## config.mk

```make
export PLATFORM = sky130hd
export DESIGN_NAME = r5p_htif_flat
export DESIGN_NICKNAME = d
export VERILOG_FILES = /design/src/rtl/htif_pkg.sv /design/src/rtl/r5p_htif_if.sv /design/src/rtl/r5p_htif.sv /design/src/flat_wrapper.sv
export SDC_FILE = /design/constraint.sdc
export NUM_CORES = 1
export LEC_CHECK = 0
export ABC_CLOCK_PERIOD_IN_PS = 5700
export CORE_MARGIN = 10
export CORE_UTILIZATION = 60
export CTS_BUF_LIST = sky130_fd_sc_hd__clkbuf_4
export DETAILED_ROUTE_END_ITERATION = 16
export GPL_ROUTABILITY_DRIVEN = 0
export HOLD_SLACK_MARGIN = 0.02
export PLACE_DENSITY = 0.88
export SLEW_MARGIN = 15
export SYNTH_ARGS = -nofsm -noshare
export SYNTH_HDL_FRONTEND = slang
export SYNTH_SLANG_ARGS = --single-unit
```

## constraint.sdc

```tcl
create_clock -name clk -period 5.7 [get_ports clk]
set_input_delay 1.14 -clock clk [delete_from_list [all_inputs] [get_ports clk]]
set_output_delay 1.14 -clock clk [all_outputs]
set_load 0.02 [all_outputs]
```

## src/rtl/htif_pkg.sv

```systemverilog
// rtl/htif_pkg.sv - shared HTIF types, register offsets and TCB physical parameters
package htif_pkg;

    typedef enum logic {
        TCB_REFERENCE = 1'b0,
        TCB_MEMORY    = 1'b1
    } tcb_mod_t;

    typedef struct packed {
        int unsigned dly;
        int unsigned dbw;
        int unsigned slw;
        tcb_mod_t    mod;
    } tcb_phy_t;

    localparam tcb_phy_t TCB_PHY_LSU = '{dly: 1, dbw: 32, slw: 8, mod: TCB_MEMORY};

    typedef enum logic [7:0] {
        HTIF_DEV_SYSCALL = 8'd0,
        HTIF_DEV_CONSOLE = 8'd1
    } htif_dev_t;

    typedef enum logic [7:0] {
        HTIF_CMD_GETC = 8'd0,
        HTIF_CMD_PUTC = 8'd1
    } htif_cmd_t;

    // byte offsets within the mailbox window
    localparam logic [3:0] HTIF_TOHOST_LO   = 4'h0;
    localparam logic [3:0] HTIF_TOHOST_HI   = 4'h4;
    localparam logic [3:0] HTIF_FROMHOST_LO = 4'h8;
    localparam logic [3:0] HTIF_FROMHOST_HI = 4'hC;

    typedef enum logic [2:0] {
        HTIF_IDLE,
        HTIF_DECODE,
        HTIF_PUTC,
        HTIF_ACK,
        HTIF_HALT
    } htif_state_t;

    function automatic logic [63:0] htif_ack_value(input logic [63:0] cmd_word);
        return {cmd_word[63:48], 48'h0};
    endfunction

endpackage

```

## src/rtl/r5p_htif_if.sv

```systemverilog
// rtl/r5p_htif_if.sv - TCB bus interface with manager/subordinate modports
interface tcb_if
    import htif_pkg::*;
#(
    parameter tcb_phy_t PHY = TCB_PHY_LSU
)();

    typedef struct packed {
        logic                         wen;
        logic [31:0]                  adr;
        logic [PHY.dbw/PHY.slw-1:0]   ben;
        logic [PHY.dbw-1:0]           wdt;
    } req_t;

    typedef struct packed {
        logic err;
    } sts_t;

    typedef struct packed {
        logic [PHY.dbw-1:0] rdt;
        sts_t               sts;
    } rsp_t;

    logic vld;
    logic rdy;
    req_t req;
    rsp_t rsp;

    modport man (output vld, req, input  rdy, rsp);
    modport sub (input  vld, req, output rdy, rsp);

endinterface

```

## src/rtl/r5p_htif.sv

```systemverilog
// rtl/r5p_htif.sv - HTIF tohost/fromhost mailbox responder on the TCB bus
module r5p_htif
    import htif_pkg::*;
#(
    parameter tcb_phy_t    PHY    = TCB_PHY_LSU,
    parameter int unsigned EXIT_W = 32
)(
    input  logic              clk,
    input  logic              rst,
    tcb_if.sub                tcb,
    output logic              chr_vld,
    output logic [7:0]        chr_dat,
    input  logic              chr_rdy,
    output logic              halt,
    output logic [EXIT_W-1:0] exit_code,
    output logic              busy
);

    localparam int BEN_W = int'(PHY.dbw / PHY.slw);

    htif_state_t state;
    logic [63:0] tohost;
    logic [63:0] fromhost;
    logic [31:0] rsp_rdt;
    logic        rsp_err;

    logic [3:0]  sel;
    logic        idle;
    logic        wr;
    logic        wr_to;
    logic        commit;
    logic [31:0] cur;
    logic [31:0] merged;
    logic [63:0] to_next;
    logic        unused_adr;

    assign tcb.rdy    = 1'b1;
    assign tcb.rsp    = {rsp_rdt, rsp_err};
    assign unused_adr = ^{tcb.req.adr[31:4], tcb.req.adr[1:0]};

    always_comb begin
        sel   = {tcb.req.adr[3:2], 2'b00};
        idle  = (state == HTIF_IDLE);
        wr    = tcb.vld && tcb.req.wen;
        wr_to = wr && ((sel == HTIF_TOHOST_LO) || (sel == HTIF_TOHOST_HI));
        case (sel)
            HTIF_TOHOST_LO:   cur = tohost[31:0];
            HTIF_TOHOST_HI:   cur = tohost[63:32];
            HTIF_FROMHOST_LO: cur = fromhost[31:0];
            default:          cur = fromhost[63:32];
        endcase
        merged = cur;
        for (int b = 0; b < BEN_W; b++) begin
            if (tcb.req.ben[b]) begin
                merged[8*b +: 8] = tcb.req.wdt[8*b +: 8];
            end
        end
        to_next = tohost;
        if (wr_to && idle) begin
            if (sel == HTIF_TOHOST_HI) begin
                to_next[63:32] = merged;
            end else begin
                to_next[31:0] = merged;
            end
        end
        // the low-word shortcut lets RV32 code halt with a single store
        commit = wr_to && idle && (to_next != 64'd0) &&
                 ((sel == HTIF_TOHOST_HI) ||
                  (tcb.req.wdt[0] && (tohost[63:32] == 32'd0)));
    end

    always_ff @(posedge clk) begin
        if (rst) begin
            state     <= HTIF_IDLE;
            tohost    <= 64'd0;
            fromhost  <= 64'd0;
            rsp_rdt   <= 32'd0;
            rsp_err   <= 1'b0;
            chr_vld   <= 1'b0;
            chr_dat   <= 8'd0;
            halt      <= 1'b0;
            exit_code <= '0;
            busy      <= 1'b0;
        end else begin
            rsp_rdt <= tcb.vld ? cur : 32'd0;
            rsp_err <= wr_to && !idle;

            if (idle) begin
                tohost <= to_next;
            end
            if (wr && (sel == HTIF_FROMHOST_LO)) begin
                fromhost[31:0] <= merged;
            end
            if (wr && (sel == HTIF_FROMHOST_HI)) begin
                fromhost[63:32] <= merged;
            end

            case (state)
                HTIF_IDLE: begin
                    if (commit) begin
                        state <= HTIF_DECODE;
                        busy  <= 1'b1;
                    end
                end
                HTIF_DECODE: begin
                    if ((tohost[63:56] == HTIF_DEV_SYSCALL) && tohost[0]) begin
                        halt      <= 1'b1;
                        exit_code <= EXIT_W'(tohost[47:1]);
                        state     <= HTIF_HALT;
                    end else if ((tohost[63:56] == HTIF_DEV_CONSOLE) &&
                                 (tohost[55:48] == HTIF_CMD_PUTC)) begin
                        chr_dat <= tohost[7:0];
                        chr_vld <= 1'b1;
                        state   <= HTIF_PUTC;
                    end else begin
                        state <= HTIF_ACK;
                    end
                end
                HTIF_PUTC: begin
                    if (chr_rdy) begin
                        chr_vld <= 1'b0;
                        state   <= HTIF_ACK;
                    end
                end
                HTIF_ACK: begin
                    // placed after the CPU fromhost write so the acknowledge wins
                    fromhost <= htif_ack_value(tohost);
                    tohost   <= 64'd0;
                    busy     <= 1'b0;
                    state    <= HTIF_IDLE;
                end
                HTIF_HALT: begin
                    state <= HTIF_HALT;
                end
                default: begin
                    state <= HTIF_IDLE;
                    busy  <= 1'b0;
                end
            endcase
        end
    end

endmodule

```

## src/flat_wrapper.sv

```systemverilog
// flat-port wrapper written by rule: the top's interface ports become plain ports
module r5p_htif_flat import htif_pkg::*;
#(
    parameter tcb_phy_t    PHY    = TCB_PHY_LSU,
    parameter int unsigned EXIT_W = 32
)
  (clk, rst, chr_vld, chr_dat, chr_rdy, halt, exit_code, busy, tcb_vld, tcb_req, tcb_rdy, tcb_rsp);
  tcb_if #(.PHY(PHY)) tcb_i ();
  input  logic clk;
  input  logic rst;
  output logic chr_vld;
  output logic [7:0] chr_dat;
  input  logic chr_rdy;
  output logic halt;
  output logic [EXIT_W-1:0] exit_code;
  output logic busy;
  input wire logic [$bits(tcb_i.vld)-1:0] tcb_vld;
  input wire logic [$bits(tcb_i.req)-1:0] tcb_req;
  output wire logic [$bits(tcb_i.rdy)-1:0] tcb_rdy;
  output wire logic [$bits(tcb_i.rsp)-1:0] tcb_rsp;
  assign tcb_i.vld = tcb_vld;
  assign tcb_i.req = tcb_req;
  assign tcb_rdy = tcb_i.rdy;
  assign tcb_rsp = tcb_i.rsp;
  r5p_htif #(.PHY(PHY), .EXIT_W(EXIT_W)) u_core (.clk(clk), .rst(rst), .tcb(tcb_i), .chr_vld(chr_vld), .chr_dat(chr_dat), .chr_rdy(chr_rdy), .halt(halt), .exit_code(exit_code), .busy(busy));
endmodule
```

==> key figures <==
Global routing
  – Vias in the first global route: 8174
  – Largest net degree at the start of global routing: 71
  – Initial antenna violation count: 1
  – Gr usage total: 0.2604
  – GRT Residual Overflow: 0
  – First-pass GRT wire length: 43.20 mm

Floorplan
  – Chip height: 143.4 um
  – Site Rows: 45
  – Top-Level Pins: 150
  – Core area: 15090 sq um
  – Die width: 143.4 um
  – Initial Utilization: 0.6056
  – Die area: 20570 sq um

Yosys
  – Syn avg cell area: 9.066 sq um
  – Flop and latch count out of synthesis: 207
  – Main combinational cell family by area after synthesis: simple AND/OR/NAND/NOR gates
  – Mapped Cells: 1008
  – Area share of xor/xnor cells in the synthesized design: 0
  – Predominant post-synthesis flop cell: dfxtp_1
  – Synth area leader: dfxtp_1
  – Post-synthesis compound-gate area fraction: 0.1858
  – Synth warnings: 0
  – Adder-cell area share of the yosys netlist: 0
  – Netlist cell types: 57
  – Syn nets: 1081
  – Yosys top cell area share: 0.4535
  – Post-synthesis mux area share: 0.1264
  – Ranking of synthesized cells by area: dfxtp_1, a211oi_1, nor2_1, mux4_2, mux2i_1
  – Post-synth EDFFs: 0
  – Synthesized area: 9139 sq um
  – Post-synthesis async set-or-reset flop share: 0
  – Sequential fraction of the synthesis area: 0.4535
  – Synth top cells by count: dfxtp_1, nor2_1, a211oi_1
  – Synth Area in Simple Gates: 0.1906
  – Count leader, synth: dfxtp_1

Timing
  – RSZ-0062 raised after global routing: no
  – Final Skew: 33.07 ps
  – Relative slew margins: 0.2251
  – F_max: 264.8 MHz
  – Final Hold Fails: 0
  – Slew Limit Fails: 0
  – Worst-Margin Slew: 1162 ps
  – Setup TNS: 0 ps
  – Final setup fails: 0
  – Crit share post-route: 0.6626
  – Fin crit period: 3777 ps

Power and ir drop
  – P_sw: 909.1 uW
  – Clk pwr share: 0.367
  – PwrDens: 291.9 nW/um^2
  – Switch share: 0.2845
  – VDD IR max: 215.1 uV
  – Cell Int Power: 2286 uW
  – Part of the power in combinational logic: 0.146
  – Pleak: 0.003831 uW
  – Seq pwr share: 0.487

Placement
  – Port bufs: 118
  – Post-DP HPWL: 18.66 mm
  – Placed cell count: 1252

Route
  – Drt first pass iters: 6
  – Wirelength per Cell: 20.61 um
  – Antenna Nets Post-Route: 0
  – Drt total wl: 27.43 mm
  – DR vias: 8635
  – Initial DRC Count: 1234
  – Vias per inst: 6.488
  – DRC Markers: 0

Cells and area
  – FF+latch area: 4144 sq um
  – Area occupied by multi-input gates: 4633 sq um
  – Share of cells above drive strength 1: 0.1280
  – Final #Nets: 1191
  – Fin cells: 1331
  – Fillers: 1164
  – Area growth from synthesis to layout: 19.80%

Setup path
  – Critical path class: primary input to flop
  – Reg-to-Reg End: u_core.busy
  – R2R Setup Slk: 2700 ps
  – Worst setup SP type: primary input
  – Worst R2R Start: u_core.state[2]
  – Arrival @ worst endpoint: 4320 ps
  – CP required: 6240 ps
  – Setup crit end: u_core.busy
  – Critical path fanouts, max: 37
  – Worst r2r path cells: 8
  – CP Launch Point: tcb_req[38]
  – Crit. End Element: flop

Clocking
  – Root buf cell: clkbuf_4
  – Post-CTS sizing: 0
  – Later-pin clock latency in the skew report: 660 ps
  – Clock tree from TritonCTS: yes
  – # Post-CTS Setup Buffers: 0
  – Max clock buf depth: 3
  – H-tree depth: 2
  – Post-cts hold buffer count: 0
  – Num CTS Buffers: 52
  – Clock tree sinks: 207
  – Clock Pin Slew Worst Setup and Hold Paths: 60 ps

Min path
  – Worst hold path class: flop to flop

Flow run
  – Max-cap violations: 0

Outcome
  – Outcome: finished, final reports clean
==> how the worst min path moves through the flow <==
stage	slack, ps	endpoint	start	cells past startpoint
6_report	450	u_core.exit_code[21]	u_core.exit_code[21]	2
5_1_grt	470	u_core.exit_code[8]	u_core.exit_code[8]	2
4_1_cts	450	u_core.exit_code[6]	u_core.exit_code[6]	2
3_5_place_dp	450	u_core.exit_code[6]	u_core.exit_code[6]	2
3_3_place_gp	440	u_core.exit_code[1]	u_core.exit_code[1]	2
2_1_floorplan	450	u_core.exit_code[14]	u_core.tohost[15]	2
==> flip-flops by register name, summed over array words and instances, names as in the netlist <==
register / flops
u_core.chr_vld: 1
u_core.halt: 1
u_core.state: 3
u_core.fromhost: 64
u_core.chr_dat: 8
u_core.tohost: 64
u_core.busy: 1
u_core.rsp_err: 1
u_core.exit_code: 32
u_core.rsp_rdt: 32
==> final cells by class <==
class,count,share of cell area
tap,188,0.02149
inverter,7,0.002400
timing repair buffer,137,0.1207
antenna,2,0.0004571
sequential,207,0.3785
clock buffer,71,0.04869
multi-input combinational,713,0.4232
clock inverter,6,0.004571
==> power by group through the flow <==
stage	Sequential (uW)	Clock, uW	Combinational [uW]
3_3_place_gp	1580	0	440
5_1_grt	1560	1270	497
6_report	1560	1170	465
4_1_cts	1550	1190	453
2_1_floorplan	1560	0	312
3_5_place_dp	1580	0	449
==> kinds of logic (layout without fill, tap and decap cells) <==
logic type / after synthesis / count (layout)
other: 1 / 3
multiplexers: 78 / 78
AND/OR/NAND/NOR: 382 / 382
AO/OA/AOI/OAI: 252 / 252
buffers and inverters: 88 / 221
flip-flops: 207 / 207
==> cell usage in the layout, fill, tap and decap left out, types with 5 or more instances in the layout <==
cell,count
nand2_1,90
buf_4,18
mux2i_1,37
clkbuf_4,71
and2_1,27
o21ai_0,23
nor2b_1,7
nand4_1,11
nor3b_1,5
or3_1,8
a21oi_1,73
mux4_2,26
mux2_2,10
inv_1,6
a2111oi_0,5
nand3b_1,7
nor2_1,169
nor3_1,16
a211oi_1,116
clkdlybuf4s50_1,115
nand3_1,9
nor4_1,13
dfxtp_1,207
==> through the flow <==
stage	worst slack [ps]	util	cell area (sq um)	hold slack, ps	power (uW)
after floorplan	2480	-	9139	447.5	1874
after global placement	1422	0.6866	10360	440.6	2021
after detailed placement	1327	0.6866	10360	445.3	2032
after CTS	2014	0.7252	10940	453.6	3193
after global routing	1777	0.7255	10950	471.3	3326
final	1923	0.7255	10950	451.4	3195
==> worst max-delay path, cell delays in order <==
cell and delay [ps]:
buf_2 590, buf_12 330, mux4_2 540, mux2i_1 590
a211oi_1 220, a2111oi_2 320, nand4_1 160, nor4_1 310
nor3_1 90
==> per-layer routing <==
| metal | vias up | global-route usage | wire, um |
|---|---|---|---|
| li1 | 3903 | - | - |
| met1 | 4036 | 0.3381 | 10870 |
| met2 | 604 | 0.3945 | 12320 |
| met3 | 92 | 0.07459 | 3305 |
| met4 | 0 | 0.1171 | 944 |
| met5 | - | 0 | 0 |
Power figures use the tool's default switching activity.
